==> src/rtl/fifo_pkg.sv <==
// Shared definitions for the FIFO family.
// Holds the default word/pointer widths, the depth derivation and the
// status-flag bundle that every FIFO variant decodes from its occupancy count.
package fifo_pkg;

    localparam int unsigned DEFAULT_DATA_W = 8;
    localparam int unsigned DEFAULT_ADDR_W = 3;

    // Number of entries addressed by a pointer of addr_w bits.
    function automatic int unsigned fifo_depth(input int unsigned addr_w);
        return 32'd1 << addr_w;
    endfunction

    // Occupancy-derived status flags.
    typedef struct packed {
        logic empty;
        logic full;
        logic almost_empty;
        logic almost_full;
    } fifo_flags_t;

endpackage

==> src/rtl/param_sync_fifo_if.sv <==
// Handshake bundle between a FIFO user (master) and param_sync_fifo (slave).
// Signals:
//   wr_en, wr_data           write request and word
//   rd_en                    pop request
//   err_clr                  clear sticky error flags
//   rd_data                  read word
//   empty, full              occupancy extremes
//   almost_empty/full        threshold flags
//   count                    stored word count, 0..DEPTH
//   overflow, underflow      sticky error flags
interface param_sync_fifo_if #(
    parameter int unsigned DATA_W = fifo_pkg::DEFAULT_DATA_W,
    parameter int unsigned ADDR_W = fifo_pkg::DEFAULT_ADDR_W
);

    logic              wr_en;
    logic [DATA_W-1:0] wr_data;
    logic              rd_en;
    logic              err_clr;
    logic [DATA_W-1:0] rd_data;
    logic              empty;
    logic              full;
    logic              almost_empty;
    logic              almost_full;
    logic [ADDR_W:0]   count;
    logic              overflow;
    logic              underflow;

    modport master (
        output wr_en, wr_data, rd_en, err_clr,
        input  rd_data, empty, full, almost_empty, almost_full, count, overflow, underflow
    );

    modport slave (
        input  wr_en, wr_data, rd_en, err_clr,
        output rd_data, empty, full, almost_empty, almost_full, count, overflow, underflow
    );

endinterface

==> src/rtl/fifo_mem.sv <==
// FIFO storage: DEPTH x DATA_W register array.
// Synchronous write, asynchronous (combinational) read. Not reset: stale
// contents are never observable because occupancy is tracked by the controller.
// Ports:
//   clk      write clock
//   wr_en    write strobe
//   wr_addr  write address
//   wr_data  write word
//   rd_addr  read address
//   rd_data  word at rd_addr
module fifo_mem import fifo_pkg::*; #(
    parameter int unsigned DATA_W = DEFAULT_DATA_W,
    parameter int unsigned ADDR_W = DEFAULT_ADDR_W
) (
    input  logic              clk,
    input  logic              wr_en,
    input  logic [ADDR_W-1:0] wr_addr,
    input  logic [DATA_W-1:0] wr_data,
    input  logic [ADDR_W-1:0] rd_addr,
    output logic [DATA_W-1:0] rd_data
);

    localparam int unsigned DEPTH = fifo_depth(ADDR_W);

    logic [DATA_W-1:0] mem_q [DEPTH];

    always_ff @(posedge clk) begin
        if (wr_en) begin
            mem_q[wr_addr] <= wr_data;
        end
    end

    assign rd_data = mem_q[rd_addr];

endmodule

==> src/rtl/param_sync_fifo.sv <==
// Single-clock parameterised FIFO controller.
// Owns pointers, occupancy count, status flags, sticky error flags and the
// read-data register; storage lives in fifo_mem.
// FWFT=0: rd_data is registered on the edge a pop is accepted (1-cycle latency).
// FWFT=1: rd_data continuously presents the head word; rd_en pops it.
// Ports:
//   clk    rising-edge clock
//   rst_n  asynchronous active-low reset
//   bus    slave side of param_sync_fifo_if (requests in, data/status out)
module param_sync_fifo import fifo_pkg::*; #(
    parameter int unsigned DATA_W   = DEFAULT_DATA_W,
    parameter int unsigned ADDR_W   = DEFAULT_ADDR_W,
    parameter int unsigned AF_LEVEL = fifo_depth(ADDR_W) - 1,
    parameter int unsigned AE_LEVEL = 1,
    parameter bit          FWFT     = 1'b0
) (
    input logic              clk,
    input logic              rst_n,
    param_sync_fifo_if.slave bus
);

    localparam int unsigned     DEPTH     = fifo_depth(ADDR_W);
    localparam logic [ADDR_W:0] DEPTH_CNT = (ADDR_W + 1)'(DEPTH);
    localparam logic [ADDR_W:0] AF_CNT    = (ADDR_W + 1)'(AF_LEVEL);
    localparam logic [ADDR_W:0] AE_CNT    = (ADDR_W + 1)'(AE_LEVEL);
    localparam logic [ADDR_W:0] CNT_ONE   = (ADDR_W + 1)'(1);
    localparam logic [ADDR_W-1:0] PTR_ONE = ADDR_W'(1);

    logic [ADDR_W-1:0] wr_ptr_q, wr_ptr_d;
    logic [ADDR_W-1:0] rd_ptr_q, rd_ptr_d;
    logic [ADDR_W:0]   count_q, count_d;
    logic              overflow_q, overflow_d;
    logic              underflow_q, underflow_d;
    logic              rd_acc, wr_acc;
    logic [DATA_W-1:0] mem_rdata;
    fifo_flags_t       flags;

    // Flags are pure decodes of the registered count.
    always_comb begin
        flags              = '0;
        flags.empty        = (count_q == '0);
        flags.full         = (count_q == DEPTH_CNT);
        flags.almost_empty = (count_q <= AE_CNT);
        flags.almost_full  = (count_q >= AF_CNT);
    end

    // A write into a full FIFO is allowed only when a pop frees a slot the same cycle.
    always_comb begin
        rd_acc = bus.rd_en && !flags.empty;
        wr_acc = bus.wr_en && (!flags.full || rd_acc);
    end

    always_comb begin
        wr_ptr_d = wr_acc ? wr_ptr_q + PTR_ONE : wr_ptr_q;
        rd_ptr_d = rd_acc ? rd_ptr_q + PTR_ONE : rd_ptr_q;
        case ({wr_acc, rd_acc})
            2'b10:   count_d = count_q + CNT_ONE;
            2'b01:   count_d = count_q - CNT_ONE;
            default: count_d = count_q;
        endcase
    end

    // Sticky errors: a fresh error in the same cycle beats err_clr.
    always_comb begin
        overflow_d  = overflow_q;
        underflow_d = underflow_q;
        if (bus.err_clr) begin
            overflow_d  = 1'b0;
            underflow_d = 1'b0;
        end
        if (bus.wr_en && !wr_acc) begin
            overflow_d = 1'b1;
        end
        if (bus.rd_en && !rd_acc) begin
            underflow_d = 1'b1;
        end
    end

    always_ff @(posedge clk or negedge rst_n) begin
        if (!rst_n) begin
            wr_ptr_q    <= '0;
            rd_ptr_q    <= '0;
            count_q     <= '0;
            overflow_q  <= 1'b0;
            underflow_q <= 1'b0;
        end else begin
            wr_ptr_q    <= wr_ptr_d;
            rd_ptr_q    <= rd_ptr_d;
            count_q     <= count_d;
            overflow_q  <= overflow_d;
            underflow_q <= underflow_d;
        end
    end

    fifo_mem #(
        .DATA_W (DATA_W),
        .ADDR_W (ADDR_W)
    ) u_mem (
        .clk     (clk),
        .wr_en   (wr_acc),
        .wr_addr (wr_ptr_q),
        .wr_data (bus.wr_data),
        .rd_addr (rd_ptr_q),
        .rd_data (mem_rdata)
    );

    if (FWFT) begin : g_fwft
        // Head word is undefined while empty; force zero so reset/empty reads are clean.
        assign bus.rd_data = flags.empty ? '0 : mem_rdata;
    end else begin : g_reg
        logic [DATA_W-1:0] rd_data_q;

        always_ff @(posedge clk or negedge rst_n) begin
            if (!rst_n) begin
                rd_data_q <= '0;
            end else if (rd_acc) begin
                rd_data_q <= mem_rdata;
            end
        end

        assign bus.rd_data = rd_data_q;
    end

    assign bus.empty        = flags.empty;
    assign bus.full         = flags.full;
    assign bus.almost_empty = flags.almost_empty;
    assign bus.almost_full  = flags.almost_full;
    assign bus.count        = count_q;
    assign bus.overflow     = overflow_q;
    assign bus.underflow    = underflow_q;

endmodule

==> src/flat_wrapper.sv <==
// flat-port wrapper written by rule: the top's interface ports become plain ports
module param_sync_fifo_flat import fifo_pkg::*;
#(
    parameter int unsigned DATA_W   = DEFAULT_DATA_W,
    parameter int unsigned ADDR_W   = DEFAULT_ADDR_W,
    parameter int unsigned AF_LEVEL = fifo_depth(ADDR_W) - 1,
    parameter int unsigned AE_LEVEL = 1,
    parameter bit          FWFT     = 1'b0
)
  (clk, rst_n, bus_wr_en, bus_wr_data, bus_rd_en, bus_err_clr, bus_rd_data, bus_empty, bus_full, bus_almost_empty, bus_almost_full, bus_count, bus_overflow, bus_underflow);
  param_sync_fifo_if #(.DATA_W(DATA_W), .ADDR_W(ADDR_W)) bus_i ();
  input logic clk;
  input logic rst_n;
  input wire logic [$bits(bus_i.wr_en)-1:0] bus_wr_en;
  input wire logic [$bits(bus_i.wr_data)-1:0] bus_wr_data;
  input wire logic [$bits(bus_i.rd_en)-1:0] bus_rd_en;
  input wire logic [$bits(bus_i.err_clr)-1:0] bus_err_clr;
  output wire logic [$bits(bus_i.rd_data)-1:0] bus_rd_data;
  output wire logic [$bits(bus_i.empty)-1:0] bus_empty;
  output wire logic [$bits(bus_i.full)-1:0] bus_full;
  output wire logic [$bits(bus_i.almost_empty)-1:0] bus_almost_empty;
  output wire logic [$bits(bus_i.almost_full)-1:0] bus_almost_full;
  output wire logic [$bits(bus_i.count)-1:0] bus_count;
  output wire logic [$bits(bus_i.overflow)-1:0] bus_overflow;
  output wire logic [$bits(bus_i.underflow)-1:0] bus_underflow;
  assign bus_i.wr_en = bus_wr_en;
  assign bus_i.wr_data = bus_wr_data;
  assign bus_i.rd_en = bus_rd_en;
  assign bus_i.err_clr = bus_err_clr;
  assign bus_rd_data = bus_i.rd_data;
  assign bus_empty = bus_i.empty;
  assign bus_full = bus_i.full;
  assign bus_almost_empty = bus_i.almost_empty;
  assign bus_almost_full = bus_i.almost_full;
  assign bus_count = bus_i.count;
  assign bus_overflow = bus_i.overflow;
  assign bus_underflow = bus_i.underflow;
  param_sync_fifo #(.DATA_W(DATA_W), .ADDR_W(ADDR_W), .AF_LEVEL(AF_LEVEL), .AE_LEVEL(AE_LEVEL), .FWFT(FWFT)) u_core (.clk(clk), .rst_n(rst_n), .bus(bus_i));
endmodule
==> config.mk <==
export PLATFORM = sky130hd
export DESIGN_NAME = param_sync_fifo_flat
export DESIGN_NICKNAME = d
export VERILOG_FILES = /design/src/rtl/fifo_pkg.sv /design/src/rtl/param_sync_fifo_if.sv /design/src/rtl/fifo_mem.sv /design/src/rtl/param_sync_fifo.sv /design/src/flat_wrapper.sv
export SDC_FILE = /design/constraint.sdc
export NUM_CORES = 1
export LEC_CHECK = 0
export BUFFER_PORTS_ARGS = -buffer_cell sky130_fd_sc_hd__buf_2
export CAP_MARGIN = 40
export CORE_MARGIN = 1
export CORE_UTILIZATION = 55
export CTS_CLUSTER_SIZE = 8
export DETAILED_ROUTE_END_ITERATION = 10
export GPL_ROUTABILITY_DRIVEN = 1
export GPL_TIMING_DRIVEN = 0
export PLACE_DENSITY = 0.8
export SYNTH_ARGS = -nofsm -noshare
export SYNTH_HDL_FRONTEND = slang
export SYNTH_HIERARCHICAL = 1
export SYNTH_SLANG_ARGS = --single-unit
==> constraint.sdc <==
create_clock -name clk -period 2.7 [get_ports clk]
set_input_delay 0.54 -clock clk [delete_from_list [all_inputs] [get_ports clk]]
set_output_delay 0.54 -clock clk [all_outputs]
set_load 0.005 [all_outputs]
Word level (Yosys, flattened, before mapping) --
Memories as Yosys holds them, arrays and structs flattened. A register that Yosys moved wholly into a read port is not among the register bits. Index checks and enable logic that the tools add are counted.
Storage, ports and cells: memories 1, flip-flop bits (word level) 12, word-level logic and storage cells 35, latch bits 0, memory bits (read-only) 0, RAM bits 64
Cells by class: equality and inequality tests 3, div/mod/pow operators 0, mux-type cells 6, reduce and logical (&&, ||, !) cells 14, $lt $le $gt $ge 2, bitwise gates (word level) 0, shift-type cells 0, multiply operators 0, $add $sub $neg 4
Memory list:
- u_core.u_mem.mem_q | words 8, bits a word 8, rd ports 1, clocked after Yosys merged registers in 1, write ports 1, line fifo_mem.sv:25 | logic [DATA_W-1:0] mem_q [DEPTH];
Operator list (count):
- case mux 4 bit (2 select lines) | 1
- adder 3 x 1 -> 3 bit, second input constant | 2
- nonzero test 2 bit | 3
- logical NOT 1 bit | 5
- two-way mux 1 bit | 5
- adder 4 x 1 -> 4 bit, second input constant | 1
- == test 4 bit, second input constant | 1
- greater-or-equal comparator 4 x 3 -> 1 bit, second input constant | 1
- less-or-equal comparator 4 x 1 -> 1 bit, second input constant | 1
- logical AND 1 bit | 4
- logical NOT 4 bit | 1
- subtractor 4 x 1 -> 4 bit, second input constant | 1
- == test 2 x 1 -> 1 bit, second input constant | 1
- == test 2 bit, second input constant | 1
- logical OR 1 bit | 1

Logic depth before layout (Yosys ltp) --
word-level depth 8, depth in mapped cells 9

Hierarchy --
The synthesis kept the hierarchy.
Modules (own cells, without submodules):
- fifo_mem | cells an instance 106, area an instance 2531.2 um2, sequential area each 1921.8 um2, times used 1
- param_sync_fifo | cells an instance 106, area an instance 1139.8 um2, sequential area each 500.5 um2, times used 1

Worst setup path after synthesis --
Ideal clock, no wire load.
path kind register -> register, from reg u_core.count_q[0] (netlist: u_core/bus.count[0]), to mem u_core/u_mem/mem_q[0][0] in the netlist's numbering, enable pin, cell stages (with the launch flop) 10, setup time 383 ps, required time 2317 ps, arrival time 1968 ps, setup slack 349 ps, path through dfrtp_1 > inv_1 > ha_1 > buf_2 > nand2b_1 > buf_2 > o21ai_2 > inv_1 > nand2b_1 > nor3_1
Between the ends: longest elaborated chain between the ends 7
RTL lines:
- from (decl) | line param_sync_fifo.sv:31 | logic [ADDR_W:0] count_q, count_d;
- from (signal assigned) | line param_sync_fifo.sv:89 | count_q <= count_d;
- logical NOT 4 bit | line param_sync_fifo.sv:41 | flags.empty = (count_q == '0);
- logical NOT 1 bit | line param_sync_fifo.sv:49 | rd_acc = bus.rd_en && !flags.empty;
- logical AND 1 bit | line param_sync_fifo.sv:49
- logical OR 1 bit * | line param_sync_fifo.sv:50 | wr_acc = bus.wr_en && (!flags.full || rd_acc);
- logical AND 1 bit * | line param_sync_fifo.sv:50
- net u_core.wr_acc | line param_sync_fifo.sv:34 | logic rd_acc, wr_acc;
- two-way mux 1 bit * | line fifo_mem.sv:28 | if (wr_en) begin
- two-way mux 1 bit (not written as such) * | line fifo_mem.sv:29 | mem_q[wr_addr] <= wr_data;
- to (decl) | line fifo_mem.sv:25
Mark *: on every way through the listed nets, which the timed path passes. The rest lies on a longest branch.

Worst setup path after layout --
from reg u_core.count_q[1] (netlist: u_core/bus.count[1]), to mem u_core/u_mem/mem_q[6][2] in the netlist's numbering, enable pin
The elaborated chain is that of the path after synthesis.

==> results.tsv <==
stage	metric	value	unit
logic_synthesis	post-synthesis area per instance	17.3	sq um
cts	worst skew pair latency	0.35	ns
flow_run	Max-Cap Viols	0	
logic_synthesis	synth unique cells	44	
floorplan	IO Pins	31	
sta	Final Hold Viols	0	
floorplan	die area	0.00701	sq mm
floorplan	initial core utilization	0.575	
power_and_ir_drop	Cell Pwr Density	998	mW/mm^2
cts	post-CTS setup buffer count	0	
global_route	final global-route overflow total	0	
power_and_ir_drop	Peak supply drop	0.000630	V
place	number of port buffers	29	
hold_path	HP Class	in -> async	
final_layout	Net count, final	276	
cts	Hold Buf Count CTS	0	
final_layout	P&R area growth vs syn	13.8	%
logic_synthesis	EDFF count, synth	64	
routing	Vias	1994	
global_route	vias in the first global route	1931	
global_route	largest net degree at the start of global routing	21	
cts	clock sinks	84	
routing	DR WL/cell	19.2	microns
routing	Detail Route Antenna Nets	0	
cts	post-cts sizing count	2	
logic_synthesis	synth warn	6	
final_layout	commonest cells after routing, fill and taps aside	edfxtp_1, buf_2, dfrtp_1	
cts	Clock Tree Buf Depth	2	
sta	Max Clock Skew	0.00777	ns
final_layout	layout cells sized above 1	0.327	
global_route	global-route wire length before repair	10400	microns
sta	final slew viol count	0	
sta	Tmin final	2.54	ns
setup_path	crit path capture type	flop	
final_layout	ANT cells	0	
cts	clock slew at reported path FFs	0.09	ns
logic_synthesis	Mapped Cells	212	
routing	drt total wl	6540	microns
logic_synthesis	Synth Flop Type	edfxtp_1	
sta	final setup TNS	0	ns
place	Routability Congestion	0.796	
routing	initial detailed-routing violation count	168	
cts	Root Buffer	clkbuf_8	
cts	H-tree levels	3	
sta	crit share post-route	0.941	
status	status	finished clean	
logic_synthesis	Async SR Flop Fraction	0.238	
final_layout	most common cell after layout, fill and taps aside	edfxtp_1	
routing	DRC errors left	0	
sta	worst rel slew slack	0.621	
setup_path	crit path max fanout	10	
sta	RSZ-0062 raised after global routing	no	
cts	CTS tree	done	
sta	Worst Max-Slew Pin Slew	0.569	ns
place	DP HPWL	4360	microns
floorplan	Core Region	0.00639	sq mm
setup_path	critical path data arrival time	2.60	ns
setup_path	startpoint types	flop	
logic_synthesis	Synth Cell Area	0.00367	sq mm
global_route	initial antenna violation count	1	
final_layout	Final Non-Filler Cells	340	
sta	Final Setup Violations	0	
floorplan	FP Rows	29	
power_and_ir_drop	leakage	1.58	nW
routing	DRT Pass-1 Iters	4	
floorplan	die width	83.7	microns
setup_path	critical path type	reg -> reg	
setup_path	critical path required time	2.76	ns
place	DP Cell Count	323	
cts	Num CTS Buffers	9	
floorplan	die height	83.7	microns
logic_synthesis	register area share after synthesis	0.660	
logic_synthesis	syn_nets	230	
logic_synthesis	synthesized flop and latch total	84	
global_route	GRT Overall Usage	0.205	
sta	Max Freq	0.394	GHz
routing	detail-routed via count per cell	5.86	
==> cells by family after synthesis <==
group / synth area share
AND/OR/NAND/NOR: 0.0695
XOR/XNOR: 0.0119
AO/OA/AOI/OAI: 0.0436
adder cells (fa/ha/maj): 0.0170
flip-flops: 0.660
multiplexers: 0.169
buffers and inverters: 0.0293
==> registers in the layout, indices dropped and copies added (netlist names) <==
name and cells:
u_core/bus.underflow 1, u_core/bus.rd_data 8, u_core/u_mem/mem_q 64, u_core/bus.count 4, u_core/wr_ptr_q 3, u_core/rd_ptr_q 3
u_core/bus.overflow 1
==> metal layers <==
layer  GRT usage  part of all wire
met1       0.272              0.44
met3      0.0663             0.048
met4      0.0724                 0
met5           0            0.0015
met2       0.321              0.51
==> Yosys cell counts (2+ instances only) <==
| library cell | instances | area [sq um] |
|---|---|---|
| edfxtp_1 | 64 | 1920 |
| dfrtp_1 | 20 | 500 |
| mux2_2 | 16 | 180 |
| mux4_1 | 15 | 394 |
| nor2_1 | 11 | 41.3 |
| nand2b_1 | 9 | 56.3 |
| buf_2 | 7 | 35.0 |
| inv_1 | 7 | 26.3 |
| nand2_1 | 6 | 22.5 |
| o21ai_0 | 6 | 30.0 |
| ha_1 | 5 | 62.6 |
| xnor2_1 | 5 | 43.8 |
| nor3_1 | 3 | 15.0 |
| a21oi_1 | 2 | 10.0 |
| a221oi_1 | 2 | 17.5 |
| mux2_1 | 2 | 22.5 |
| nand3b_1 | 2 | 15.0 |
| nor2b_1 | 2 | 12.5 |
| nor4bb_1 | 2 | 20.0 |
| o211ai_1 | 2 | 15.0 |
==> through the flow <==
step                total power [mW]  utilization  hold WS, ns  setup WS (ns)  area, sq um
floorplan                       2.86            -        0.244          0.349         3670
global route                    4.42        0.654        0.161         0.0187         4180
global placement                3.24        0.613        0.459         -0.348         3910
CTS                             4.19        0.650        0.134        0.00520         4150
detailed placement              3.31        0.618        0.466        -0.0414         3950
finish                          4.17        0.654        0.132          0.160         4180
==> critical path, cell delays in order, from the launching register on <==
cell and delay, ns:
dfrtp_1 0.50, inv_1 0.13, ha_1 0.19, buf_2 0.17
nand2b_1 0.08, buf_2 0.23, o21ai_2 0.12, inv_1 0.09
nand2_1 0.15, nor2_1 0.35, buf_4 0.25
==> power breakdown <==
part	leakage, nW	internal, mW	switching, mW	total, mW
clock network	0.102	0.368	0.497	0.865
logic	0.657	0.752	0.687	1.44
registers	0.820	1.69	0.179	1.86
total	1.58	2.80	1.36	4.17
==> final timing paths <==
check	start	endpoint	slack, ns	cells after the start
setup / recovery	u_core/bus.count[1]	u_core/u_mem/mem_q[6][2]	0.16	10
hold / removal	rst_n	u_core/bus.rd_data[1]	0.13	1
setup reg to reg	u_core/bus.count[1]	u_core/u_mem/mem_q[6][2]	0.16	10
hold reg to reg	u_core/rd_ptr_q[2]	u_core/rd_ptr_q[2]	0.47	1
max in group asynchronous	rst_n	u_core/bus.rd_data[3]	2.24	1
min in group clk	bus_err_clr	u_core/bus.overflow	0.39	2
==> area by class of cell <==
class / count / area, sq um
flip-flops and latches: 84 / 2420
clock inverters: 7 / 73.8
well taps: 77 / 96.3
repair buffers: 35 / 185
plain buffers: 12 / 81.3
multi-input cells: 109 / 1170
clock buffers: 9 / 124
fillers: 435 / 2210
inverters: 7 / 26.3
Power figures use the tool's default switching activity.
